<file path="config.mk">
export PLATFORM = sky130hd
export DESIGN_NAME = edge_stage_sequencer
export DESIGN_NICKNAME = d
export VERILOG_FILES = /design/src/rtl/edge_seq_pkg.sv /design/src/rtl/seq_watchdog.sv /design/src/rtl/edge_stage_sequencer.sv
export SDC_FILE = /design/constraint.sdc
export NUM_CORES = 1
export LEC_CHECK = 0
export ABC_CLOCK_PERIOD_IN_PS = 2500
export CAP_MARGIN = 20
export CORE_ASPECT_RATIO = 0.7
export CORE_MARGIN = 2
export CORE_UTILIZATION = 49
export CTS_CLUSTER_DIAMETER = 150
export DETAILED_ROUTE_END_ITERATION = 10
export PLACE_DENSITY = 0.83
export SETUP_SLACK_MARGIN = 0.02
export SLEW_MARGIN = 20
export SYNTH_ARGS = -nofsm -noshare
export SYNTH_HDL_FRONTEND = slang
export SYNTH_SLANG_ARGS = --single-unit
</file>
<file path="constraint.sdc">
create_clock -name clk -period 2.5 [get_ports clk]
set_clock_uncertainty 0.05 [all_clocks]
set_input_delay 0.375 -clock clk [delete_from_list [all_inputs] [get_ports clk]]
set_output_delay 0.375 -clock clk [all_outputs]
set_load 0.05 [all_outputs]
</file>
<file path="src/rtl/edge_seq_pkg.sv">
// Shared types and constants for the edge-detection stage sequencer.
package edge_seq_pkg;

  typedef enum logic [2:0] {
    S_IDLE,
    S_KRST,
    S_KGEN,
    S_ISSUE,
    S_WAIT,
    S_FDONE,
    S_ERR
  } seq_state_e;

  localparam int STG_BLUR   = 0;
  localparam int STG_GRAD   = 1;
  localparam int STG_NMS    = 2;
  localparam int STG_THRESH = 3;

  localparam logic [2:0] CUR_STAGE_NONE = 3'd7;

endpackage

</file>
<file path="src/rtl/seq_watchdog.sv">
// Phase watchdog: counts enabled cycles since the last clear and flags the limit.
// Only instantiated when SEQ_TIMEOUT_EN is defined.
module seq_watchdog #(
  parameter int LIMIT = 1048576
) (
  input  logic clk,
  input  logic reset,
  input  logic clear,
  input  logic count_en,
  output logic expired
);

  localparam int CNT_W = $clog2(LIMIT + 1);

  logic [CNT_W-1:0] r_count;

  // Expired is raised during the LIMIT-th counted cycle so the sequencer leaves on that edge.
  assign expired = count_en && (r_count == CNT_W'(LIMIT - 1));

  always_ff @(posedge clk or posedge reset) begin
    if (reset) begin
      r_count <= '0;
    end else if (clear) begin
      r_count <= '0;
    end else if (count_en && !expired) begin
      r_count <= r_count + 1'b1;
    end
  end

endmodule

</file>
<file path="src/rtl/edge_stage_sequencer.sv">
// Frame sequencer for the blur/gradient/nms/threshold edge pipeline with kernel rebuild.
// Optional watchdog on KGEN/WAIT phases when SEQ_TIMEOUT_EN is defined.
module edge_stage_sequencer
  import edge_seq_pkg::*;
#(
  parameter int NUM_STAGES     = 4,
  parameter int TIMEOUT_CYCLES = 1048576
) (
  input  logic                  clk,
  input  logic                  reset,
  input  logic                  start,
  input  logic                  abort,
  input  logic                  regen_kernel,
  input  logic [NUM_STAGES-1:0] bypass_mask,
  output logic                  kgen_reset,
  output logic                  kgen_enable,
  input  logic                  kgen_done,
  output logic [NUM_STAGES-1:0] stage_start,
  input  logic [NUM_STAGES-1:0] stage_done,
  output logic                  busy,
  output logic                  done,
  output logic                  error,
  output logic [2:0]            cur_stage,
  output logic [15:0]           frame_count
);

  localparam int               IDX_W    = $clog2(NUM_STAGES + 1);
  localparam logic [IDX_W-1:0] LAST_IDX = IDX_W'(NUM_STAGES - 1);
  localparam logic [IDX_W-1:0] END_IDX  = IDX_W'(NUM_STAGES);

  seq_state_e            r_state, w_state_nxt;
  logic [IDX_W-1:0]      r_idx, w_idx_nxt;
  logic [NUM_STAGES-1:0] r_mask, w_mask_nxt;
  logic                  r_kvalid, w_kvalid_nxt;
  logic [15:0]           r_fcount, w_fcount_nxt;

  logic [NUM_STAGES-1:0] w_idx_onehot;
  logic                  w_idx_bypass;
  logic                  w_hit;
  logic                  w_stray;
  logic                  w_timeout;

  // Index past the last stage decodes to an all-zero one-hot, so it never matches a bypass or done bit.
  always_comb begin
    w_idx_onehot = '0;
    for (int i = 0; i < NUM_STAGES; i++) begin
      w_idx_onehot[i] = (r_idx == IDX_W'(i));
    end
  end

  assign w_idx_bypass = |(w_idx_onehot & r_mask);
  assign w_hit        = |(stage_done & w_idx_onehot);
  assign w_stray      = |(stage_done & ~w_idx_onehot);

`ifdef SEQ_TIMEOUT_EN
  logic w_wd_run;

  assign w_wd_run = (r_state == S_KGEN) || (r_state == S_WAIT);

  seq_watchdog #(
    .LIMIT(TIMEOUT_CYCLES)
  ) u_watchdog (
    .clk     (clk),
    .reset   (reset),
    .clear   (!w_wd_run),
    .count_en(w_wd_run),
    .expired (w_timeout)
  );
`else
  assign w_timeout = 1'b0;
`endif

  always_ff @(posedge clk or posedge reset) begin
    if (reset) begin
      r_state  <= S_IDLE;
      r_idx    <= '0;
      r_mask   <= '0;
      r_kvalid <= 1'b0;
      r_fcount <= '0;
    end else begin
      r_state  <= w_state_nxt;
      r_idx    <= w_idx_nxt;
      r_mask   <= w_mask_nxt;
      r_kvalid <= w_kvalid_nxt;
      r_fcount <= w_fcount_nxt;
    end
  end

  always_comb begin
    w_state_nxt  = r_state;
    w_idx_nxt    = r_idx;
    w_mask_nxt   = r_mask;
    w_kvalid_nxt = r_kvalid;
    w_fcount_nxt = r_fcount;

    case (r_state)
      S_IDLE: begin
        if (start) begin
          w_mask_nxt = bypass_mask;
          w_idx_nxt  = '0;
          if (regen_kernel || !r_kvalid) begin
            w_state_nxt  = S_KRST;
            w_kvalid_nxt = 1'b0;
          end else begin
            w_state_nxt = S_ISSUE;
          end
        end
      end
      S_KRST: w_state_nxt = S_KGEN;
      S_KGEN: begin
        if (w_timeout) begin
          w_state_nxt = S_ERR;
        end else if (kgen_done) begin
          w_kvalid_nxt = 1'b1;
          w_idx_nxt    = '0;
          w_state_nxt  = S_ISSUE;
        end
      end
      S_ISSUE: begin
        if (r_idx == END_IDX) begin
          w_state_nxt = S_FDONE;
        end else if (w_idx_bypass) begin
          w_idx_nxt = r_idx + 1'b1;
        end else begin
          w_state_nxt = S_WAIT;
        end
      end
      // A done from any other stage is a protocol fault even if our own done arrives with it.
      S_WAIT: begin
        if (w_stray || w_timeout) begin
          w_state_nxt = S_ERR;
        end else if (w_hit) begin
          if (r_idx == LAST_IDX) begin
            w_state_nxt = S_FDONE;
          end else begin
            w_idx_nxt   = r_idx + 1'b1;
            w_state_nxt = S_ISSUE;
          end
        end
      end
      S_FDONE: begin
        w_fcount_nxt = r_fcount + 16'd1;
        w_state_nxt  = S_IDLE;
      end
      S_ERR:   w_state_nxt = S_ERR;
      default: w_state_nxt = S_IDLE;
    endcase

    // Abort overrides everything; an already-built kernel survives, nothing else is committed.
    if (abort && (r_state != S_IDLE)) begin
      w_state_nxt  = S_IDLE;
      w_idx_nxt    = '0;
      w_mask_nxt   = r_mask;
      w_kvalid_nxt = r_kvalid;
      w_fcount_nxt = r_fcount;
    end
  end

  assign busy        = (r_state != S_IDLE);
  assign done        = (r_state == S_FDONE);
  assign error       = (r_state == S_ERR);
  assign kgen_reset  = (r_state == S_KRST);
  assign kgen_enable = (r_state == S_KGEN);
  assign stage_start = (r_state == S_ISSUE) ? (w_idx_onehot & ~r_mask) : '0;
  assign cur_stage   = ((r_state == S_ISSUE) || (r_state == S_WAIT)) ? 3'(r_idx) : CUR_STAGE_NONE;
  assign frame_count = r_fcount;

endmodule

</file>
==> metrics.csv, run 1 <==
stage;metric;value;unit
final_layout;Final nets;242;
logic_synthesis;post-synthesis async set-or-reset flop share;100.0;%
floorplanning;Top Ports;42;
grt;GRT busiest layer;met2;
logic_synthesis;leading area contributor after synthesis;dfrtp_1;
final_layout;fraction of layout cells with a size suffix above 1;21.72;%
grt;GR met1 Demand/Resource;31.53;%
grt;largest net degree at the start of global routing;28;
critical_path;CP max FO;14;
grt;total grt overflow;0;
sta;relative slew slack;65.32;%
sta;f_max;0.4225;GHz
clock_tree;CTS sink cnt;27;
sta;final period utilization;94.67;%
logic_synthesis;gate count of the mapped netlist;173;
final_layout;fin cells;268;
clock_tree;CTS tree;done;
sta;RSZ-0062 raised after global routing;true;
critical_path;Startpoint Class;flop;
worst_hold_path;hold crit path type;input port to asynchronous set/reset pin;
logic_synthesis;Yosys warning total;0;
floorplanning;initial core utilization;52.28;%
clock_tree;CTS root buffer;clkbuf_8;
route;DR vias/cell;5.537;
grt;first-pass GRT wire length;6706;um
logic_synthesis;Yosys top cell area share;40.24;%
logic_synthesis;Post-Syn Nets;193;
floorplanning;core box area;0.003212;mm2
floorplanning;row cnt;17;
critical_path;CP arrival;1.94;ns
power;pwr dens;935.7;mW/mm2
floorplanning;die area;0.003918;mm2
grt;met2 global-route usage;38.24;%
logic_synthesis;FF+latch count, synth;27;
floorplanning;die width;73.97;um
placement;Placed Instance Area;0.002260;mm2
critical_path;reg2reg start;r_idx[1];
route;via count;1484;
final_layout;Synth-to-Final Area Change;39.72;%
route;ANT nets after route;0;
sta;fin. max-slew vios;0;
grt;gr usage total;23.54;%
clock_tree;total CTS buffers;3;
floorplanning;Chip Height;52.98;um
sta;Final min period;2.367;ns
logic_synthesis;Yosys cell types;48;
critical_path;CP Launch Point;r_state[2];
sta;Hold WS;0.4212;ns
critical_path;Crit. End Element;output pin;
grt;initial antenna violation count;0;
final_layout;# fillers;237;
job;maxcap violations;0;
logic_synthesis;post-synth design cell area;0.001679;mm2
critical_path;crit path kind;flop to output pin;
route;number of remaining DRC errors;0;
clock_tree;total number of H-tree levels;1;
placement;Final GP Congestion;0.9357;
route;router iterations before antenna repair;4;
power;maximum vdd drop;0.6136;mV
power;LEAKAGE;1.005;nW
status;status;finished clean;
placement;hpwl dp;3363;um
clock_tree;CTS Buffer Depth;2;
route;DRT Wirelength;4163;um
logic_synthesis;Top FF cell, synth;dfrtp_1;
grt;vias in the first global route;1405;
final_layout;Finished Cell Area;0.002346;mm2
placement;PortBufs;41;
route;initial DRC count;80;
placement;Placed Cells;263;
logic_synthesis;sequential cell area fraction in the yosys report;40.24;%
power;total power;2.195;mW
clock_tree;Clock Latency Late Sink;0.27;ns
logic_synthesis;Synth area leaders;dfrtp_1 40%, xnor2_1 5.2%, ha_1 4.5%, nand2_1 3.8%, mux2_2 3.4%;
sta;worst-margin pin slew;0.5186;ns
logic_synthesis;EDFF count, synth;0;
route;wire per inst;15.53;um
sta;Fin. Hold Viols;0;
final_layout;# diodes;0;
grt;met3 global-route usage;4.952;%
sta;Final setup viols;0;
clock_tree;Reg clk slew, reported paths;0.09;ns
logic_synthesis;syn avg cell area;9.706;um2
critical_path;required time worst endpoint;2.08;ns
==> worst paths after layout <==
path / to / slack (ns) / depth (start not counted)
max: stage_start[2] / 0.13 / 4
min: r_idx[2] / 0.42 / 3
max reg2reg: r_idx[2] / 0.13 / 7
min reg2reg: frame_count[15] / 0.43 / 1
max in group asynchronous: r_state[1] / 1.71 / 3
min in group clk: frame_count[15] / 0.43 / 1
==> layer usage <==
metal  wire, um  up-vias
met1       1915      734
met2       2011       34
met5          0        -
met3        186        7
met4         50        0
li1           -      709
==> power breakdown <==
part	internal [mW]	total [mW]	switching (mW)
Clock	0.112	0.245	0.134
Combinational	0.574	1.28	0.709
Sequential	0.526	0.667	0.141
Total	1.21	2.20	0.983
==> synth_stat cells, types with 2 or more instances <==
cell      instances
nor4b_1           3
or2_2             4
nand3_1           9
nor3_1            8
xnor2_1          10
or3_1             2
nor2b_1           2
ha_1              6
buf_2             3
o211ai_1          3
nor3b_1           3
mux2_1            2
dfrtp_1          27
and2_1            3
o21ai_0           4
nor2_1           11
mux2_2            5
inv_1             7
clkbuf_1          5
nand4_1           3
a21oi_1           3
nand2_1          17
xor2_1            5
nand2b_1          2
and3_1            3
==> flip-flops by register name, summed over array words and instances, names as in the netlist <==
signal,cells
r_idx,3
r_mask,4
r_kvalid,1
r_state,3
frame_count,16
==> area by class of cell <==
cell class	count	area (um2)	share of cell area, %
Clock buffer	3	41.29	1.760
Multi-Input combinational cell	130	972.2	41.44
Timing Repair Buffer	52	560.5	23.89
Sequential cell	27	678.2	28.91
Clock inverter	1	5.005	0.2133
Inverter	8	30.03	1.280
Tap cell	47	58.81	2.507
==> timing repair <==
item / CTS / global route
cloned: 0 / 0
pin swaps: 0 / 2
setup buffers: 0 / 1
hold buffers: 0 / 0
resized for setup: 2 / 6
setup endpoints to repair: 2 / 7
==> logic make-up (layout without fill, tap and decap cells) <==
| kind of cell | Yosys count | after routing | synth area share [%] |
|---|---|---|---|
| compound gates | 24 | 24 | 12.45 |
| xor+xnor | 15 | 15 | 7.824 |
| fa+ha+maj | 6 | 6 | 4.471 |
| buf+inv | 16 | 64 | 3.800 |
| flops | 27 | 27 | 40.24 |
| mux | 8 | 8 | 5.290 |
| simple gates | 77 | 77 | 25.93 |
==> stage by stage <==
stage | util [%] | setup WS, ns | setup TNS (ns)
5_1_grt | 73.04 | 0.01812 | 0
6_report | 73.04 | 0.1332 | 0
4_1_cts | 72.19 | 0.002242 | 0
3_3_place_gp | 70.35 | 0.1166 | 0
2_1_floorplan | - | -0.3968 | -1.190
3_5_place_dp | 70.35 | 0.04043 | 0
==> placed cells by master, fill, tap and decap left out, drive strengths merged, types with 2 or more instances in the layout <==
master / synthesis / routed
o21ai: 4 / 4
clkbuf: 5 / 3
inv: 8 / 8
buf: 3 / 20
nor3b: 3 / 3
nor3: 8 / 8
and2: 3 / 3
ha: 6 / 6
or3: 3 / 3
clkdlybuf4s50: 0 / 31
and3: 3 / 3
nand4: 3 / 3
xnor2: 10 / 10
o211ai: 3 / 3
nand2b: 2 / 2
xor2: 5 / 5
nor2: 11 / 11
or2: 4 / 4
mux2: 7 / 7
nand2: 17 / 17
nand3: 9 / 9
a21oi: 3 / 3
dfrtp: 27 / 27
nor4b: 4 / 4
nor2b: 2 / 2
==> critical path, stage by stage, from the launching register on <==
cell and delay [ns]:
dfrtp_1 0.53, nor2b_1 0.24, nand2_1 0.26, nor4b_2 0.45, buf_12 0.19
Power figures use the tool's default switching activity.
==> inputs of run 2 (changes only) <==
--- a/config.mk
+++ b/config.mk
@@ -6,7 +6,6 @@
 export NUM_CORES = 1
 export LEC_CHECK = 0
 export ABC_CLOCK_PERIOD_IN_PS = 2500
-export CAP_MARGIN = 20
 export CORE_ASPECT_RATIO = 0.7
 export CORE_MARGIN = 2
 export CORE_UTILIZATION = 49
==> results of run 2 <==
The final DEF is identical to that of run 1; final timing and power are the same.
==> inputs of run 3 (changes only) <==
--- a/config.mk
+++ b/config.mk
@@ -6,6 +6,7 @@
 export NUM_CORES = 1
 export LEC_CHECK = 0
 export ABC_CLOCK_PERIOD_IN_PS = 2500
+export CAP_MARGIN = 20
 export CORE_ASPECT_RATIO = 0.7
 export CORE_MARGIN = 2
 export CORE_UTILIZATION = 49
@@ -16,4 +17,5 @@
 export SLEW_MARGIN = 20
 export SYNTH_ARGS = -nofsm -noshare
 export SYNTH_HDL_FRONTEND = slang
+export SYNTH_HIERARCHICAL = 1
 export SYNTH_SLANG_ARGS = --single-unit
==> results of run 3 <==
The final DEF is identical to that of run 1; final timing and power are the same.
Among the figures that moved: Yosys warning count 0 -> 6
